## config.mk

```make
export PLATFORM = sky130hd
export DESIGN_NAME = dqn_weight_loader
export DESIGN_NICKNAME = d
export VERILOG_FILES = /design/src/rtl/dqn_weight_loader.sv
export SDC_FILE = /design/constraint.sdc
export NUM_CORES = 1
export LEC_CHECK = 0
export CAP_MARGIN = 30
export CORE_MARGIN = 2
export CORE_UTILIZATION = 25
export CTS_BUF_LIST = sky130_fd_sc_hd__clkbuf_4 sky130_fd_sc_hd__clkbuf_8
export DETAILED_ROUTE_END_ITERATION = 10
export HOLD_SLACK_MARGIN = 0.15
export PLACE_DENSITY = 0.53
export SLEW_MARGIN = 10
export SYNTH_ARGS = -nofsm -noshare
export SYNTH_HDL_FRONTEND = slang
export SYNTH_SLANG_ARGS = --single-unit
```

## constraint.sdc

```tcl
create_clock -name clk -period 3.6 [get_ports clk]
set_input_delay 0.36 -clock clk [delete_from_list [all_inputs] [get_ports clk]]
set_output_delay 0.36 -clock clk [all_outputs]
set_load 0.02 [all_outputs]
```

## src/rtl/dqn_weight_loader.sv

```systemverilog
// Streams all initial weights from a synchronous ROM into the network's weight port: hidden 1, hidden 2, output layer.
// Latency: first read 1 cycle after the start edge, first weight word 3 cycles after it, done pulse 1 cycle after the last word.
// Backpressure: i_hold freezes read issue and counters; up to two in-flight words still drain, so valid shows gaps.
module dqn_weight_loader #(
  parameter int DATA_WIDTH                    = 32,
  parameter int LAYER_WIDTH                   = 2,
  parameter int WEIGHT_COUNTER_WIDTH          = 11,
  parameter int NUMBER_OF_INPUT_NODE          = 2,
  parameter int NUMBER_OF_HIDDEN_NODE_LAYER_1 = 24,
  parameter int NUMBER_OF_HIDDEN_NODE_LAYER_2 = 24,
  parameter int NUMBER_OF_OUTPUT_NODE         = 3,
  parameter int ROM_ADDR_WIDTH                = 10
) (
  input  logic                            clk,
  input  logic                            rst,
  input  logic                            i_start,
  input  logic                            i_hold,
  output logic                            o_busy,
  output logic                            o_rom_rd_en,
  output logic [ROM_ADDR_WIDTH-1:0]       o_rom_addr,
  input  logic [DATA_WIDTH-1:0]           i_rom_data,
  output logic                            o_weight_valid,
  output logic [LAYER_WIDTH-1:0]          o_weight_layer,
  output logic [WEIGHT_COUNTER_WIDTH-1:0] o_weight_addr,
  output logic [DATA_WIDTH-1:0]           o_weight,
  output logic                            o_load_weight_done
);

  // Per-layer word counts: every node carries fan_in weights plus one bias.
  localparam int S1 = NUMBER_OF_HIDDEN_NODE_LAYER_1 * (NUMBER_OF_INPUT_NODE + 1);
  localparam int S2 = NUMBER_OF_HIDDEN_NODE_LAYER_2 * (NUMBER_OF_HIDDEN_NODE_LAYER_1 + 1);
  localparam int S3 = NUMBER_OF_OUTPUT_NODE * (NUMBER_OF_HIDDEN_NODE_LAYER_2 + 1);

  localparam logic [ROM_ADDR_WIDTH-1:0] BASE1 = '0;
  localparam logic [ROM_ADDR_WIDTH-1:0] BASE2 = ROM_ADDR_WIDTH'(S1);
  localparam logic [ROM_ADDR_WIDTH-1:0] BASE3 = ROM_ADDR_WIDTH'(S1 + S2);

  localparam logic [WEIGHT_COUNTER_WIDTH-1:0] LAST1 = WEIGHT_COUNTER_WIDTH'(S1 - 1);
  localparam logic [WEIGHT_COUNTER_WIDTH-1:0] LAST2 = WEIGHT_COUNTER_WIDTH'(S2 - 1);
  localparam logic [WEIGHT_COUNTER_WIDTH-1:0] LAST3 = WEIGHT_COUNTER_WIDTH'(S3 - 1);

  localparam logic [LAYER_WIDTH-1:0] CODE1 = LAYER_WIDTH'(1);
  localparam logic [LAYER_WIDTH-1:0] CODE2 = LAYER_WIDTH'(2);
  localparam logic [LAYER_WIDTH-1:0] CODE3 = LAYER_WIDTH'(3);

  typedef enum logic [2:0] {
    IDLE,
    LOAD_L1,
    LOAD_L2,
    LOAD_L3,
    DRAIN,
    DONE
  } state_t;

  state_t                          state;
  logic [WEIGHT_COUNTER_WIDTH-1:0] local_cnt;

  // Layer code and local address travelling alongside the outstanding ROM read.
  logic [LAYER_WIDTH-1:0]          rd_layer;
  logic [WEIGHT_COUNTER_WIDTH-1:0] rd_local;

  // Second pipeline stage: the ROM word for this tag arrives on i_rom_data.
  logic                            s1_vld;
  logic [LAYER_WIDTH-1:0]          s1_layer;
  logic [WEIGHT_COUNTER_WIDTH-1:0] s1_addr;

  logic [ROM_ADDR_WIDTH-1:0]       cur_base;
  logic [WEIGHT_COUNTER_WIDTH-1:0] cur_last;
  logic [LAYER_WIDTH-1:0]          cur_code;
  state_t                          after_last;
  logic                            loading;
  logic                            issue;

  // Select the active layer's base, last index and code; IDLE behaves as layer 1 so the start edge issues word 0.
  always_comb begin
    cur_base   = BASE1;
    cur_last   = LAST1;
    cur_code   = CODE1;
    after_last = LOAD_L2;
    case (state)
      LOAD_L2: begin
        cur_base   = BASE2;
        cur_last   = LAST2;
        cur_code   = CODE2;
        after_last = LOAD_L3;
      end
      LOAD_L3: begin
        cur_base   = BASE3;
        cur_last   = LAST3;
        cur_code   = CODE3;
        after_last = DRAIN;
      end
      default: ;
    endcase
  end

  assign loading = (state == LOAD_L1) || (state == LOAD_L2) || (state == LOAD_L3);
  assign issue   = ((state == IDLE) && i_start) || (loading && !i_hold);

  // Control FSM: issues back-to-back reads across layer boundaries, then drains and pulses done.
  always_ff @(posedge clk or posedge rst) begin
    if (rst) begin
      state              <= IDLE;
      local_cnt          <= '0;
      o_busy             <= 1'b0;
      o_rom_rd_en        <= 1'b0;
      o_rom_addr         <= '0;
      rd_layer           <= '0;
      rd_local           <= '0;
      o_load_weight_done <= 1'b0;
    end else begin
      o_rom_rd_en        <= 1'b0;
      o_load_weight_done <= 1'b0;
      if (issue) begin
        o_rom_rd_en <= 1'b1;
        o_rom_addr  <= cur_base + ROM_ADDR_WIDTH'(local_cnt);
        rd_layer    <= cur_code;
        rd_local    <= local_cnt;
        if (local_cnt == cur_last) begin
          local_cnt <= '0;
          state     <= after_last;
        end else begin
          local_cnt <= local_cnt + 1'b1;
          if (state == IDLE) begin
            state <= LOAD_L1;
          end
        end
      end
      case (state)
        IDLE: begin
          if (i_start) begin
            o_busy <= 1'b1;
          end
        end
        DRAIN: begin
          // Done only once nothing is left in either pipeline stage.
          if (!o_rom_rd_en && !s1_vld) begin
            state              <= DONE;
            o_load_weight_done <= 1'b1;
          end
        end
        DONE: begin
          state  <= IDLE;
          o_busy <= 1'b0;
        end
        default: ;
      endcase
    end
  end

  // Two-stage data path: tag follows the read, then meets the ROM word and is presented together.
  always_ff @(posedge clk or posedge rst) begin
    if (rst) begin
      s1_vld         <= 1'b0;
      s1_layer       <= '0;
      s1_addr        <= '0;
      o_weight_valid <= 1'b0;
      o_weight_layer <= '0;
      o_weight_addr  <= '0;
      o_weight       <= '0;
    end else begin
      s1_vld         <= o_rom_rd_en;
      o_weight_valid <= s1_vld;
      if (o_rom_rd_en) begin
        s1_layer <= rd_layer;
        s1_addr  <= rd_local;
      end
      if (s1_vld) begin
        o_weight       <= i_rom_data;
        o_weight_layer <= s1_layer;
        o_weight_addr  <= s1_addr;
      end
    end
  end

endmodule

```

# Word level (Yosys, flattened, before mapping)
# Index checks and enable logic that the tools add are counted.
[word_totals]
reg_bits = 100
input_bits = 36
output_inout_bits = 59
elab_cells = 51
[op_classes]
addsub = 2
n_eq_ne = 7
muxes = 15
reduce_logical = 12
[ops]
columns = ["operator", "count"]
rows = [
  ["one-hot mux 10 bit (2 select lines)", 2],
  ["two-way mux 3 bit", 4],
  ["one-hot mux 3 bit (2 select lines)", 2],
  ["adder 11 x 1 -> 11 bit (second input constant)", 1],
  ["equality test 11 bit", 1],
  ["two-way mux 11 bit", 1],
  ["adder 10 bit", 1],
  ["equality test 3 x 2 -> 1 bit (second input constant)", 2],
  ["equality test 3 bit (second input constant)", 2],
  ["two-way mux 1 bit", 4],
  ["one-hot mux 2 bit (2 select lines)", 1],
  ["equality test 3 x 1 -> 1 bit (second input constant)", 1],
  ["logical AND 1 bit", 3],
  ["logical NOT 1 bit", 3],
  ["logical NOT 3 bit", 1],
  ["logical OR 1 bit", 3],
  ["!= test 2 bit (second input constant)", 1],
  ["one-hot mux 1 bit (2 select lines)", 1],
  ["AND reduction 2 bit", 1],
  ["nonzero test 2 bit", 1],
]

# Logic depth before layout (Yosys ltp)
[logic_depth]
depth_word = 8
mapped_depth = 8
ltp_nobuf = 7

# Worst setup path before layout
# Ideal clock, no wire load.
[synth_timing]
path_kind = "register to register"
from = "register state[0]"
to = "register o_rom_addr[9]"
setup_time_ps = 134
t_arrival_ps = 1927
t_required_ps = 3466
slack_ps = 1539
stages_incl_launch_ff = 8
n_path_buf = 1
period_less_slack_ps = 2061
path_cell_list = "dfrtp_1 -> buf_6 -> nor3b_1 -> ha_1 -> and3_1 -> a221o_1 -> xnor2_1 -> o21ai_0"
[synth_via]
elab_chain_len = 5
elab_cells_between_ends = 11
classes_between = "1 x add/sub; 3 x eq/ne; 1 x mux; 6 x reduce/logical"
[synth_rtl]
columns = ["element", "line", "text"]
rows = [
  ["start: declaration", "55", "state_t state;"],
  ["start signal: assignment", "121", "state <= after_last;"],
  ["branches (longest 5 deep; another with adder 10 bit)", "-", ""],
  ["end signal: assignment", "116", "o_rom_addr <= cur_base + ROM_ADDR_WIDTH'(local_cnt);"],
  ["end: declaration", "20", "output logic [ROM_ADDR_WIDTH-1:0] o_rom_addr,"],
]
# Several ways; the timed one is not identified.
# A chain may end at the register's enable or synchronous reset.

# Worst setup path in the final report
[layout_timing]
from = "register state[1]"
to = "register o_rom_addr[9]"
# Same word-level chain as after synthesis.

==> results.toml <==
[timing]
setup_viol = 0
holdWs_ns = 0.4843
hold_viol = 0
final_max_slew_viol_count = 0
tightestPinTransition_ns = 0.8126
rsz0062_at_grt = "false"
clock.fmax_mhz = 424.0
fin_tns_setup_ns = 0
slew_headroom_pct = 45.82
finalCriticalPeriod_ns = 2.358
skew_ns = 0.009462
period_share_pct = 65.51

[routing]
postRouteAntennaNets = 0
drt-initial-drc-count = 126
vias = 2669
wl_per_cell_um = 13.56
drtPass1Iterations = 4
viasPerCell = 4.243
drc = 0
wl_mm = 8.532

[floorplanning]
dieArea_um2 = 17330
coreArea_um2 = 15890
chipHeight_um = 131.6
chipWidth_um = 131.6
ioPinCount = 95
num_rows = 46
start_util_pct = 25.64

[clock_network]
cts_buffer_depth = 2
cts_resized = 0
cts_tree = "yes"
cts_max_level = 3
root_buffer = "clkbuf_8"
clk_latency_ns = 0.37
post-cts-setup-buffers = 0
cts.clk_slew.worst_paths_ns = 0.10
hold_buffers = 0
cts_made_buffers = 9
cts.sinks = 97

[logic_synthesis]
yosysSeqAreaShare_pct = 59.60
ys_types = 40
async_flop_share_pct = 100.0
netlist.area_leader.share_pct = 59.60
synthFlopType = "dfrtp_1"
synth-seq-cells = 97
syn_area_um2 = 4073
synth_top_cell_by_area = "dfrtp_1"
synth_most_common_cell = "dfrtp_1"
ys_warn_count = 0
synth-edff-count = 0
synthCells = 317
syn_avg_cell_area_um2 = 12.85
synth_fp_nets = 359
synthTopCellsByCount = "dfrtp_1 (97), mux2_2 (60), nand2_1 (48)"
synth_area_leaders = "dfrtp_1 (60%), mux2_2 (17%), nand2_1 (4.4%), ha_1 (1.8%), o21ai_0 (1.5%)"

[critical_path]
path_class = "flop to flop"
cp-end-kind = "flop"
critPathArrivalTime_ns = 2.59
r2r_cells = 6
cp-startpoint = "state[1]"
critical_path.startpoint_type = "flop"
worst-path-max-fanout = 10
rr_startpoint = "state[1]"
required_ns = 3.84

[placement]
portBuffers = 94
dp.cells = 613
routabilityCongestion = 0.7902
hpwl_mm = 6.085

[run_status]
outcome = "finished clean"

[worst_hold_path]
hold_class = "flop to flop"
min_path_cells = 2
worstHoldStart = "rd_local[9]"

[grt]
grt_max_degree = 66
grt_usage_pct = 10.42
grt_first_pass_wirelength_mm = 14.61
grt_overflow_total = 0
antenna_found_initial = 0
grt_pass1_vias = 2856

[final_layout]
diodes = 0
finalNetCount = 450
multi_input_area_um2 = 1525
post-route-util_pct = 34.01
regArea_um2 = 2429
area.growth.synth_to_final_pct = 32.66
drive_gt1_share_pct = 21.31
fin_cells = 629
fill_cells = 1598

[pwr]
powerDensity_nw_per_um2 = 475.8
ir_drop_uv = 172.7
leakagePower_nw = 2.301
power_mw = 2.570

[job]
max-cap-violations = 0
==> layer usage <==
metal,GRT usage (%),up-vias,wire [um]
li1,-,1276,-
met2,16.61,78,4046
met4,3.925,0,97
met1,12.88,1306,3827
met5,0,-,0
met3,3.858,9,561
==> registers in the layout (all words and copies together) (netlist names) <==
name / cells
s1_addr: 11
o_busy: 1
o_weight_layer: 2
o_weight: 32
rd_layer: 2
local_cnt: 11
s1_layer: 2
o_load_weight_done: 1
o_rom_rd_en: 1
o_rom_addr: 10
state: 3
s1_vld: 1
rd_local: 8
o_weight_addr: 11
o_weight_valid: 1
==> area by class of cell <==
type | instances | area share, %
Multi-Input combinational cell | 196 | 28.23
Tap cell | 216 | 5.002
Inverter | 6 | 0.4632
Clock inverter | 6 | 0.9495
Clock buffer | 10 | 2.432
Sequential cell | 97 | 44.95
Timing Repair Buffer | 98 | 17.97
==> path summary, 6_finish.rpt <==
path | slack [ns] | endpoint
max | 1.24 | o_rom_addr[9]
min reg2reg | 0.48 | rd_local[9]
min | 0.48 | rd_local[9]
min in group asynchronous | 0.51 | o_weight[21]
max in group asynchronous | 2.34 | o_weight_valid
max reg2reg | 1.24 | o_rom_addr[9]
==> logic make-up after synthesis <==
group / after synthesis / synth area share, %
buf+inv: 24 / 2.949
compound gates: 30 / 4.946
mux: 63 / 17.33
flops: 97 / 59.60
simple gates: 86 / 10.97
fa+ha+maj: 6 / 1.843
xor+xnor: 11 / 2.366
==> critical path: stages (launching register included) <==
cell and delay (ns):
dfrtp_1 0.50, nor3b_1 0.57, ha_1 0.40, and3_1 0.19
a221o_1 0.33, xnor2_1 0.15, o21ai_0 0.09
==> cells in the final DEF, fill, tap and decap left out, types with 2 or more instances in the layout <==
master,n
dfrtp_1,96
clkdlybuf4s50_1,94
mux2_2,60
nand2_1,48
o21ai_0,12
nor2_1,10
clkbuf_8,9
xor2_1,6
ha_1,6
inv_1,5
xnor2_1,5
o31ai_1,4
nor3b_1,4
a21oi_1,4
and3_1,4
buf_4,4
mux2i_1,3
nor4_1,3
clkinvlp_4,3
or4_1,2
nand3b_1,2
nor4_4,2
nand4_1,2
a31oi_1,2
nand2b_1,2
==> stage by stage <==
step	setup slack [ns]	instance area, um^2
floorplan	0.7063	4073
global placement	1.123	5220
detailed placement	1.108	5220
CTS	1.211	5403
global route	1.092	5403
finish	1.242	5403
==> power by group <==
part / switching (mW) / internal (mW)
Clock: 0.397 / 0.267
Sequential: 0.105 / 1.23
Combinational: 0.275 / 0.299
Total: 0.777 / 1.79
(Power assumes the default switching activity.)
